[src/rtl/ram_xy_pkg.sv]
// ram_xy_pkg
//   Shared definitions for the XY coordinate RAM sequencer.
//   Holds the default geometry, the {x,y} word packing offsets and the
//   FSM state encoding.
package ram_xy_pkg;

  localparam int BITS_EJE_DEF         = 6;
  localparam int BITS_COORDENADA_DEF  = 2 * BITS_EJE_DEF;
  localparam int DIRECCIONAMIENTO_DEF = 4;
  localparam int PROFUNDIDAD          = 2 ** DIRECCIONAMIENTO_DEF;

  // Word = {x, y}, x in the MSBs
  localparam int X_MSB = BITS_COORDENADA_DEF - 1;
  localparam int X_LSB = BITS_EJE_DEF;
  localparam int Y_MSB = BITS_EJE_DEF - 1;

  typedef enum logic [2:0] {
    REPOSO   = 3'd0,
    ESCRIBIR = 3'd1,
    LEER     = 3'd2,
    CAPTURAR = 3'd3,
    BORRAR   = 3'd4
  } estado_t;

endpackage

[src/rtl/secuenciador_ram_xy.sv]
// secuenciador_ram_xy
//   Arbitrates the single-port XY coordinate RAM between the record path
//   (grabar) and the playback path (leer), and runs the full-RAM clear sweep.
//   Owns the write/read pointers and the fill count.
//
// Ports
//   clock, reset_n                  clock, async active-low reset
//   borrar, reiniciar_lectura       clear request / rewind playback pointer
//   grabar_req, x_sensor, y_sensor  record request and sample; grabar_ack accepts
//   leer_req                        playback request; x_salida/y_salida + dato_valido
//   rechazo                         pulse: record while full or play at end of path
//   ram_*                           registered RAM interface, sync 1-cycle read
//   cuenta, lleno, vacio            fill status
//   fin_trayectoria, ocupado        nothing left to play / FSM not idle
//
// State    | meaning
// ---------+------------------------------------------------------------
// REPOSO   | idle, arbitrates borrar > reiniciar > grabar > leer
// ESCRIBIR | RAM write cycle, grabar_ack high, pointer and count advance
// LEER     | RAM read address presented, waiting for sync read data
// CAPTURAR | read data registered to x_salida/y_salida, dato_valido next
// BORRAR   | zero-write sweep over every address, then pointers cleared
module secuenciador_ram_xy
  import ram_xy_pkg::*;
#(
  parameter int BITS_EJE         = BITS_EJE_DEF,
  parameter int BITS_COORDENADA  = BITS_COORDENADA_DEF,
  parameter int DIRECCIONAMIENTO = DIRECCIONAMIENTO_DEF
) (
  input  logic                        clock,
  input  logic                        reset_n,
  input  logic                        borrar,
  input  logic                        reiniciar_lectura,
  input  logic                        grabar_req,
  input  logic [BITS_EJE-1:0]         x_sensor,
  input  logic [BITS_EJE-1:0]         y_sensor,
  output logic                        grabar_ack,
  input  logic                        leer_req,
  output logic [BITS_EJE-1:0]         x_salida,
  output logic [BITS_EJE-1:0]         y_salida,
  output logic                        dato_valido,
  output logic                        rechazo,
  output logic [DIRECCIONAMIENTO-1:0] ram_direccion,
  output logic [BITS_COORDENADA-1:0]  ram_dato_escribir,
  output logic                        ram_escribir,
  input  logic [BITS_COORDENADA-1:0]  ram_dato_leer,
  output logic [DIRECCIONAMIENTO:0]   cuenta,
  output logic                        lleno,
  output logic                        vacio,
  output logic                        fin_trayectoria,
  output logic                        ocupado
);

  localparam logic [DIRECCIONAMIENTO:0]   CUENTA_LLENO = (DIRECCIONAMIENTO + 1)'(PROFUNDIDAD);
  localparam logic [DIRECCIONAMIENTO-1:0] ULTIMA_DIR   = '1;

  estado_t                     estado;
  logic [DIRECCIONAMIENTO-1:0] ptr_esc;
  // One bit wider than an address so a fully played 16-word path keeps
  // ptr_lec == cuenta instead of wrapping back to 0.
  logic [DIRECCIONAMIENTO:0]   ptr_lec;
  logic [DIRECCIONAMIENTO-1:0] barrido;

  assign grabar_ack      = (estado == ESCRIBIR);
  assign ocupado         = (estado != REPOSO);
  assign lleno           = (cuenta == CUENTA_LLENO);
  assign vacio           = (cuenta == '0);
  assign fin_trayectoria = (ptr_lec == cuenta);

  always_ff @(posedge clock or negedge reset_n) begin
    if (!reset_n) begin
      estado            <= REPOSO;
      ptr_esc           <= '0;
      ptr_lec           <= '0;
      cuenta            <= '0;
      barrido           <= '0;
      x_salida          <= '0;
      y_salida          <= '0;
      dato_valido       <= 1'b0;
      rechazo           <= 1'b0;
      ram_direccion     <= '0;
      ram_dato_escribir <= '0;
      ram_escribir      <= 1'b0;
    end else begin
      dato_valido <= 1'b0;
      rechazo     <= 1'b0;
      unique case (estado)
        REPOSO: begin
          if (borrar) begin
            estado  <= BORRAR;
            barrido <= '0;
          end else if (reiniciar_lectura) begin
            ptr_lec <= '0;
          end else if (grabar_req) begin
            if (lleno) begin
              rechazo <= 1'b1;
            end else begin
              estado            <= ESCRIBIR;
              ram_direccion     <= ptr_esc;
              ram_dato_escribir <= {x_sensor, y_sensor};
              ram_escribir      <= 1'b1;
            end
          end else if (leer_req && !dato_valido) begin
            // the cycle dato_valido is high the requester is still holding leer_req
            if (fin_trayectoria) begin
              rechazo <= 1'b1;
            end else begin
              estado        <= LEER;
              ram_direccion <= ptr_lec[DIRECCIONAMIENTO-1:0];
              ram_escribir  <= 1'b0;
            end
          end
        end
        ESCRIBIR: begin
          ptr_esc      <= ptr_esc + 1'b1;
          cuenta       <= cuenta + 1'b1;
          ram_escribir <= 1'b0;
          estado       <= REPOSO;
        end
        LEER: begin
          estado <= CAPTURAR;
        end
        CAPTURAR: begin
          x_salida    <= ram_dato_leer[X_MSB:X_LSB];
          y_salida    <= ram_dato_leer[Y_MSB:0];
          ptr_lec     <= ptr_lec + 1'b1;
          dato_valido <= 1'b1;
          estado      <= REPOSO;
        end
        BORRAR: begin
          // First BORRAR cycle only loads address 0; we leave once the
          // write to the last address has been presented for a full cycle.
          if (ram_escribir && (ram_direccion == ULTIMA_DIR)) begin
            ram_escribir <= 1'b0;
            ptr_esc      <= '0;
            ptr_lec      <= '0;
            cuenta       <= '0;
            estado       <= REPOSO;
          end else begin
            ram_direccion     <= barrido;
            ram_dato_escribir <= '0;
            ram_escribir      <= 1'b1;
            barrido           <= barrido + 1'b1;
          end
        end
        default: estado <= REPOSO;
      endcase
    end
  end

endmodule

[config.mk]
export PLATFORM = sky130hd
export DESIGN_NAME = secuenciador_ram_xy
export DESIGN_NICKNAME = d
export VERILOG_FILES = /design/src/rtl/ram_xy_pkg.sv /design/src/rtl/secuenciador_ram_xy.sv
export SDC_FILE = /design/constraint.sdc
export NUM_CORES = 1
export LEC_CHECK = 0
export ABC_AREA = 0
export CAP_MARGIN = 15
export CORE_MARGIN = 2
export CORE_UTILIZATION = 35
export CTS_CLUSTER_SIZE = 8
export DETAILED_ROUTE_END_ITERATION = 10
export GPL_TIMING_DRIVEN = 0
export HOLD_SLACK_MARGIN = 0.15
export PLACE_DENSITY = 0.71
export SLEW_MARGIN = 0
export SYNTH_ARGS = -nofsm -noshare
export SYNTH_HDL_FRONTEND = slang
export SYNTH_SLANG_ARGS = --single-unit
[constraint.sdc]
create_clock -name clock -period 1.7 [get_ports clock]
set_input_delay 0.17 -clock clock [delete_from_list [all_inputs] [get_ports clock]]
set_output_delay 0.17 -clock clock [all_outputs]
set_load 0.01 [all_outputs]
==> results.cfg, run 1 <==
[status]
status = complete, but fails checks
violations = negative setup slack

[yosys]
synthCells = 258
synth_seq_cells = 52
seq_area_frac_synth = 0.528
ys_warn_count = 0
async_flop_share = 1.00
syn_area_um2 = 2460
synth.top_cells.by_area = dfrtp_1 (53%), nand2_1 (12%), xor2_1 (4.3%)
netlist.area_leader.share = 0.528
synth_ff_type = dfrtp_1
avgSynthCellArea_um2 = 9.55
synth_cell_types = 41
synth_area_leader_cell = dfrtp_1
synth_edf_count = 0
syn_nets = 293

[final_layout]
seq_area_um2 = 1310
final_cell_mix = nand2_1 (63), clkdlybuf4s50_1 (63), dfrtp_1 (45), buf_4 (30), nand3_1 (16)
area_growth_syn_to_layout_pct = 57.4
multi_input_area_um2 = 1230
filler_cell_count = 609
drive_above_1_share = 0.272
num_antenna_cells = 0
final_nets = 406
postLayoutCellArea_um2 = 3880

[floorplanning]
die_area_um2 = 7730
core_area_um2 = 6790
rows = 30
io_pins = 71
die_x_um = 87.9
die_h_um = 87.9
initial_core_util = 0.363

[sta]
finalHoldViolCount = 0
slew_headroom = 0.632
rsz0062_at_grt = true
finalWorstSetupSlack_ps = -152
period_needed_ps = 1850
post-route-period-util = 1.09
worstMarginPinSlew_ps = 552
finalSetupViolCount = 7
timing.fmax_mhz = 540
fin_skew_ps = 9.16
slew_violations = 0
fin_setup_tns_ps = -729
hold_slack_ps = 325

[routing]
drt_iter0_markers = 85
drtAntennaViolNets = 0
drc = 0
first_pass_iters = 4
avgViaCountPerCell = 4.78
dr_total_vias = 2236
wl_um = 6790
detail_route.wl_per_cell_um = 14.5

[critical_path]
crit_path_top_delay_cell = dfrtp_2
crit_family = flip-flops
cp-start-kind = flop
critical_path.most_common_cell = buf_6
cp_slowest_stage_delay_ps = 440
path_max_fanout = 4
cp.arrival_ps = 2050
critPathBufInv = 2
crit_type = flop to flop
crit_required_ps = 1900
critical_path.cell_chain = buf_6, xor2_2, nor3_2, nand3_2, buf_6, a31o_4, mux2_4
end_kind = flop

[global_route]
grt_pass1_vias = 2237
grt_pass1_wl_um = 10700
grtUsageTotal = 0.176
grt_antenna_before_repair = 0
grt_max_degree = 36
overflow = 0

[cts]
clkTransAtPathRegs_ps = 100
max-clock-path-buffers = 2
cts_tree = done
clock_latency_ps = 300
h-tree-depth = 2
clkSinkCount = 52
cts_root_buf = clkbuf_8
cts_buffers = 5

[pwr]
p_seq_frac = 0.347
internal_power_w = 0.00339
power.density_nw_per_um2 = 1350
pwr-share-clk = 0.168
power_frac_comb = 0.485
total_power_w = 0.00522
peakVddDrop_mv = 0.476
sw_frac_of_total = 0.350
leakagePower_nw = 1.78
p_sw_w = 0.00183

[placed_design]
post_dp_cell_area_um2 = 3310
place_ws_ps = -440
placement.io_buffers = 69
gp_congestion = 0.769
dp_hpwl_um = 4150

[worst_hold_path]
hold_class = input port to async pin

[flow_run]
maxCapViolCount = 0
## what timing repair did
| item | in CTS | in global routing |
|---|---|---|
| gates cloned | 0 | 2 |
| buffers inserted | 20 | 17 |
| setup endpoints to repair | 41 | 44 |
| pin swaps | 6 | 21 |
| resized for setup | 31 | 44 |
| hold buffers | 1 | 0 |
| endpoints found under the hold margin | 17 | 0 |
## logic make-up (layout without fill, tap and decap cells)
family	count (synthesis)	in the layout	share of synthesized area
buffers and inverters	18	131	0.0325
DFF	52	52	0.528
AOI/OAI and AO/OA	29	29	0.0858
muxes	8	8	0.0345
adders and majority gates	5	5	0.0254
xor gates and xnor gates	16	16	0.0569
and+or+nand+nor	130	131	0.237
## worst paths after layout
path | slack (ps) | start | to | cells past startpoint
min | 320 | reset_n | cuenta[2]$_DFFE_PN0P_ | 2
min reg2reg | 480 | ram_dato_escribir[10]$_DFFE_PN0P_ | ram_dato_escribir[10]$_DFFE_PN0P_ | 2
max in group asynchronous | 830 | reset_n | ptr_lec[1]$_DFFE_PN0P_ | 3
max | -150 | cuenta[1]$_DFFE_PN0P_ | ram_direccion[2]$_DFFE_PN0P_ | 7
max reg2reg | -150 | cuenta[1]$_DFFE_PN0P_ | ram_direccion[2]$_DFFE_PN0P_ | 7
min in group clock | 340 | grabar_req | rechazo$_DFF_PN0_ | 3
## state kept, by name (all words and copies together) (netlist names)
register           cells
y_salida               6
estado                 3
ptr_lec                5
barrido                4
ram_dato_escribir     12
rechazo                1
ram_escribir           1
dato_valido            1
cuenta                 5
x_salida               6
ptr_esc                4
ram_direccion          4
## synth_stat cells (all sizes together) (2+ instances only)
| cell type | number |
|---|---|
| a21oi | 11 |
| nand3 | 17 |
| nor2 | 15 |
| o21a | 2 |
| clkbuf | 3 |
| inv | 6 |
| xor2 | 12 |
| dfrtp | 52 |
| ha | 5 |
| nand4 | 4 |
| nand2 | 77 |
| o21ai | 7 |
| mux2i | 4 |
| xnor2 | 4 |
| nand2b | 3 |
| mux2 | 4 |
| buf | 9 |
| nor3 | 4 |
| nand3b | 3 |
## power groups by stage
stage	combinational [W]	sequential, W	clock, W
2_1_floorplan	0.000946	0.00186	0
3_3_place_gp	0.00182	0.00181	0
3_5_place_dp	0.00186	0.00182	0
4_1_cts	0.00214	0.00177	0.000901
5_1_grt	0.00277	0.00185	0.000950
6_report	0.00253	0.00181	0.000876
## final cells by class
type	instances	area share
Buffer	8	0.0145
Clock buffer	5	0.0177
Clock inverter	3	0.0119
Inverter	6	0.00581
Multi-Input combinational cell	189	0.317
Sequential cell	52	0.338
Tap cell	96	0.0310
Timing Repair Buffer	109	0.265
## metrics by stage
stage               utilization  instances
finish                    0.571        468
global route              0.571        468
CTS                       0.536        451
detailed placement        0.488        424
global placement          0.486        423
floorplan                     -        258
## metal layers
layer  GRT usage  up-vias  wire length, µm
met5           0        -                0
met4      0.0727        0              156
met3      0.0311       14              356
met2       0.291       67             3360
met1       0.227     1069             2920
li1            -     1086                -
## worst register-to-register path: stages, from the launching register on
cell	delay (ps)
dfrtp_2	440
buf_6	130
xor2_2	140
nor3_2	200
nand3_2	140
buf_6	160
a31o_4	240
mux2_4	300
No activity file was read; power rests on OpenSTA's default activity.
==> run 2: changes to the inputs <==
--- a/config.mk
+++ b/config.mk
@@ -14,6 +14,7 @@
 export GPL_TIMING_DRIVEN = 0
 export HOLD_SLACK_MARGIN = 0.15
 export PLACE_DENSITY = 0.71
+export SETUP_SLACK_MARGIN = 0.4
 export SLEW_MARGIN = 0
 export SYNTH_ARGS = -nofsm -noshare
 export SYNTH_HDL_FRONTEND = slang
==> run 2 against run 1 <==
Effect of this change:
- the flow still finishes with violations (negative setup slack)
- register-to-register slack worse by 30 ps
- core utilization rose by 5.0 points
- die area unchanged
- clock power down 14%
- non-clock buffer count increased by 25
- sequential power fell by 2%
- highest routed layer unchanged
- power increased by 0.29%
- critical path type unchanged
- largest cell class is now buffers
- largest power group unchanged
- combinational power grew 8%
- final area grew 8.8%
==> results.cfg, run 2 (synthesis gave the netlist of run 1 again) <==
[flow_run]
maxCapViolCount = 0

[cts]
clock_latency_ps = 310
cts_tree = done
max-clock-path-buffers = 2
clkSinkCount = 52
clkTransAtPathRegs_ps = 100
h-tree-depth = 2
cts_root_buf = clkbuf_8
cts_buffers = 5

[final_layout]
final_cell_mix = nand2_1 (53), dfrtp_1 (44), buf_6 (39), buf_4 (31), dlygate4sd2_1 (30)
largest_register_ffs = 12
drive_above_1_share = 0.383
final_nets = 431
num_antenna_cells = 0
stdcell_count = 493
fin_util = 0.621
final_common_cell = nand2_1
filler_cell_count = 557
largest_registers = ram_dato_escribir (12), x_salida (6), y_salida (6)
area_growth_syn_to_layout_pct = 71.3
regMostFlops = ram_dato_escribir

[sta]
slew_headroom = 0.634
slew_violations = 0
rsz0062_at_grt = true
fin_skew_ps = 6.42
post-route-period-util = 1.10
finalSetupViolCount = 22
worstMarginPinSlew_ps = 548
timing.fmax_mhz = 533
period_needed_ps = 1880
hold_slack_ps = 322
finalHoldViolCount = 0
finalWorstSetupSlack_ps = -177

[floorplanning]
die_x_um = 87.9
die_area_um2 = 7730
initial_core_util = 0.363
rows = 30
io_pins = 71
die_h_um = 87.9
core_area_um2 = 6790

[critical_path]
r2r_cells = 7
cp-start-kind = flop
crit_required_ps = 1900
cp.arrival_ps = 2080
rrSetupSlack_ps = -180
end_kind = flop
crit_type = flop to flop
path_max_fanout = 4

[global_route]
grt_antenna_before_repair = 0
grt_busiest_layer = met2
overflow = 0
grtUsageMet3 = 0.0349
grt_pass1_wl_um = 11300
gr-usage-met2 = 0.317
grt_use_met1 = 0.251
grt_pass1_vias = 2289
grt_max_degree = 35
grtUsageTotal = 0.190

[placed_design]
placement.io_buffers = 69
dp_hpwl_um = 4310
place_ws_ps = -458
gp_congestion = 0.783
dp_cells = 424

[pwr]
sw_frac_of_total = 0.359
power_frac_comb = 0.519
p_seq_frac = 0.338
power.density_nw_per_um2 = 1240
total_power_w = 0.00524
leakagePower_nw = 2.03
p_sw_w = 0.00188
internal_power_w = 0.00335
pwr-share-clk = 0.144
peakVddDrop_mv = 0.654

[routing]
first_pass_iters = 4
dr_total_vias = 2371
drc = 0
drtAntennaViolNets = 0
detail_route.wl_per_cell_um = 15.3
wl_um = 7530
drt_iter0_markers = 137
avgViaCountPerCell = 4.81

[status]
status = complete, but fails checks
violations = negative setup slack

[worst_hold_path]
hold_path_depth = 3
hold_class = input port to flop
## run 2: cell types whose count changed in the layout (fill, tap and decap cells not counted), moves of 2 or more
cell	previous run	this run
clkdlybuf4s50_1	63	27
dlygate4sd2_1	0	30
buf_6	11	39
nand2_1	63	53
nand2_2	14	21
o21ai_0	6	2
o21ai_1	0	4
nand2_4	0	3
inv_1	4	2
nor3_1	2	0
## run 2: timing repair
item | 4_1_cts | 5_1_grt
endpoints found under the hold margin | 18 | 0
gates resized for setup | 130 | 46
pin swaps | 17 | 27
gates cloned | 3 | 1
endpoints found under the setup margin | 93 | 60
hold buffers | 1 | 0
buffers inserted | 38 | 18
## run 2: layout make-up
cell class                 count  area [µm²]  area share
multi-input combinational    189        1320       0.312
clock buffer                   7        86.3      0.0205
clock inverter                 1        7.51     0.00178
sequential                    52        1310       0.311
timing repair buffer         130        1230       0.292
tap                           96         120      0.0285
inverter                       6        30.0     0.00712
buffer                        12         115      0.0273
## run 2: path summary, 6_finish.rpt
| kind | start | to |
|---|---|---|
| max | estado[1]$_DFFE_PN0P_ | ram_direccion[2]$_DFFE_PN0P_ |
| min | grabar_req | rechazo$_DFF_PN0_ |
| max reg2reg | estado[1]$_DFFE_PN0P_ | ram_direccion[2]$_DFFE_PN0P_ |
| min reg2reg | ram_dato_escribir[1]$_DFFE_PN0P_ | ram_dato_escribir[1]$_DFFE_PN0P_ |
| max in group asynchronous | reset_n | ptr_lec[1]$_DFFE_PN0P_ |
| min in group asynchronous | reset_n | ptr_esc[0]$_DFFE_PN0P_ |
## run 2: per-stage QoR
step           TNS [ps]  instance area (µm²)
2_1_floorplan      -517                 2510
3_3_place_gp     -62560                 3320
3_5_place_dp      -5560                 3340
4_1_cts           -1960                 3910
5_1_grt           -3950                 4220
6_report          -2360                 4220
## run 2: power by group through the flow
stage	combinational (W)	clock, W	sequential, W
2_1_floorplan	0.000977	0	0.00187
3_3_place_gp	0.00185	0	0.00182
3_5_place_dp	0.00189	0	0.00183
4_1_cts	0.00237	0.000763	0.00176
5_1_grt	0.00296	0.000800	0.00181
6_report	0.00272	0.000752	0.00177
## run 2: layer usage
metal | up-vias | part of all wire
met5 | - | 0
met4 | 0 | 0.014
met3 | 10 | 0.048
met2 | 67 | 0.52
met1 | 1153 | 0.42
li1 | 1141 | -
## run 2: critical path, cell delays in order, from the launching register on
cell,delay [ps]
dfrtp_1,380
buf_6,110
or3b_1,380
buf_6,130
a21o_4,190
o21ai_4,80
a31o_4,170
mux2_4,310
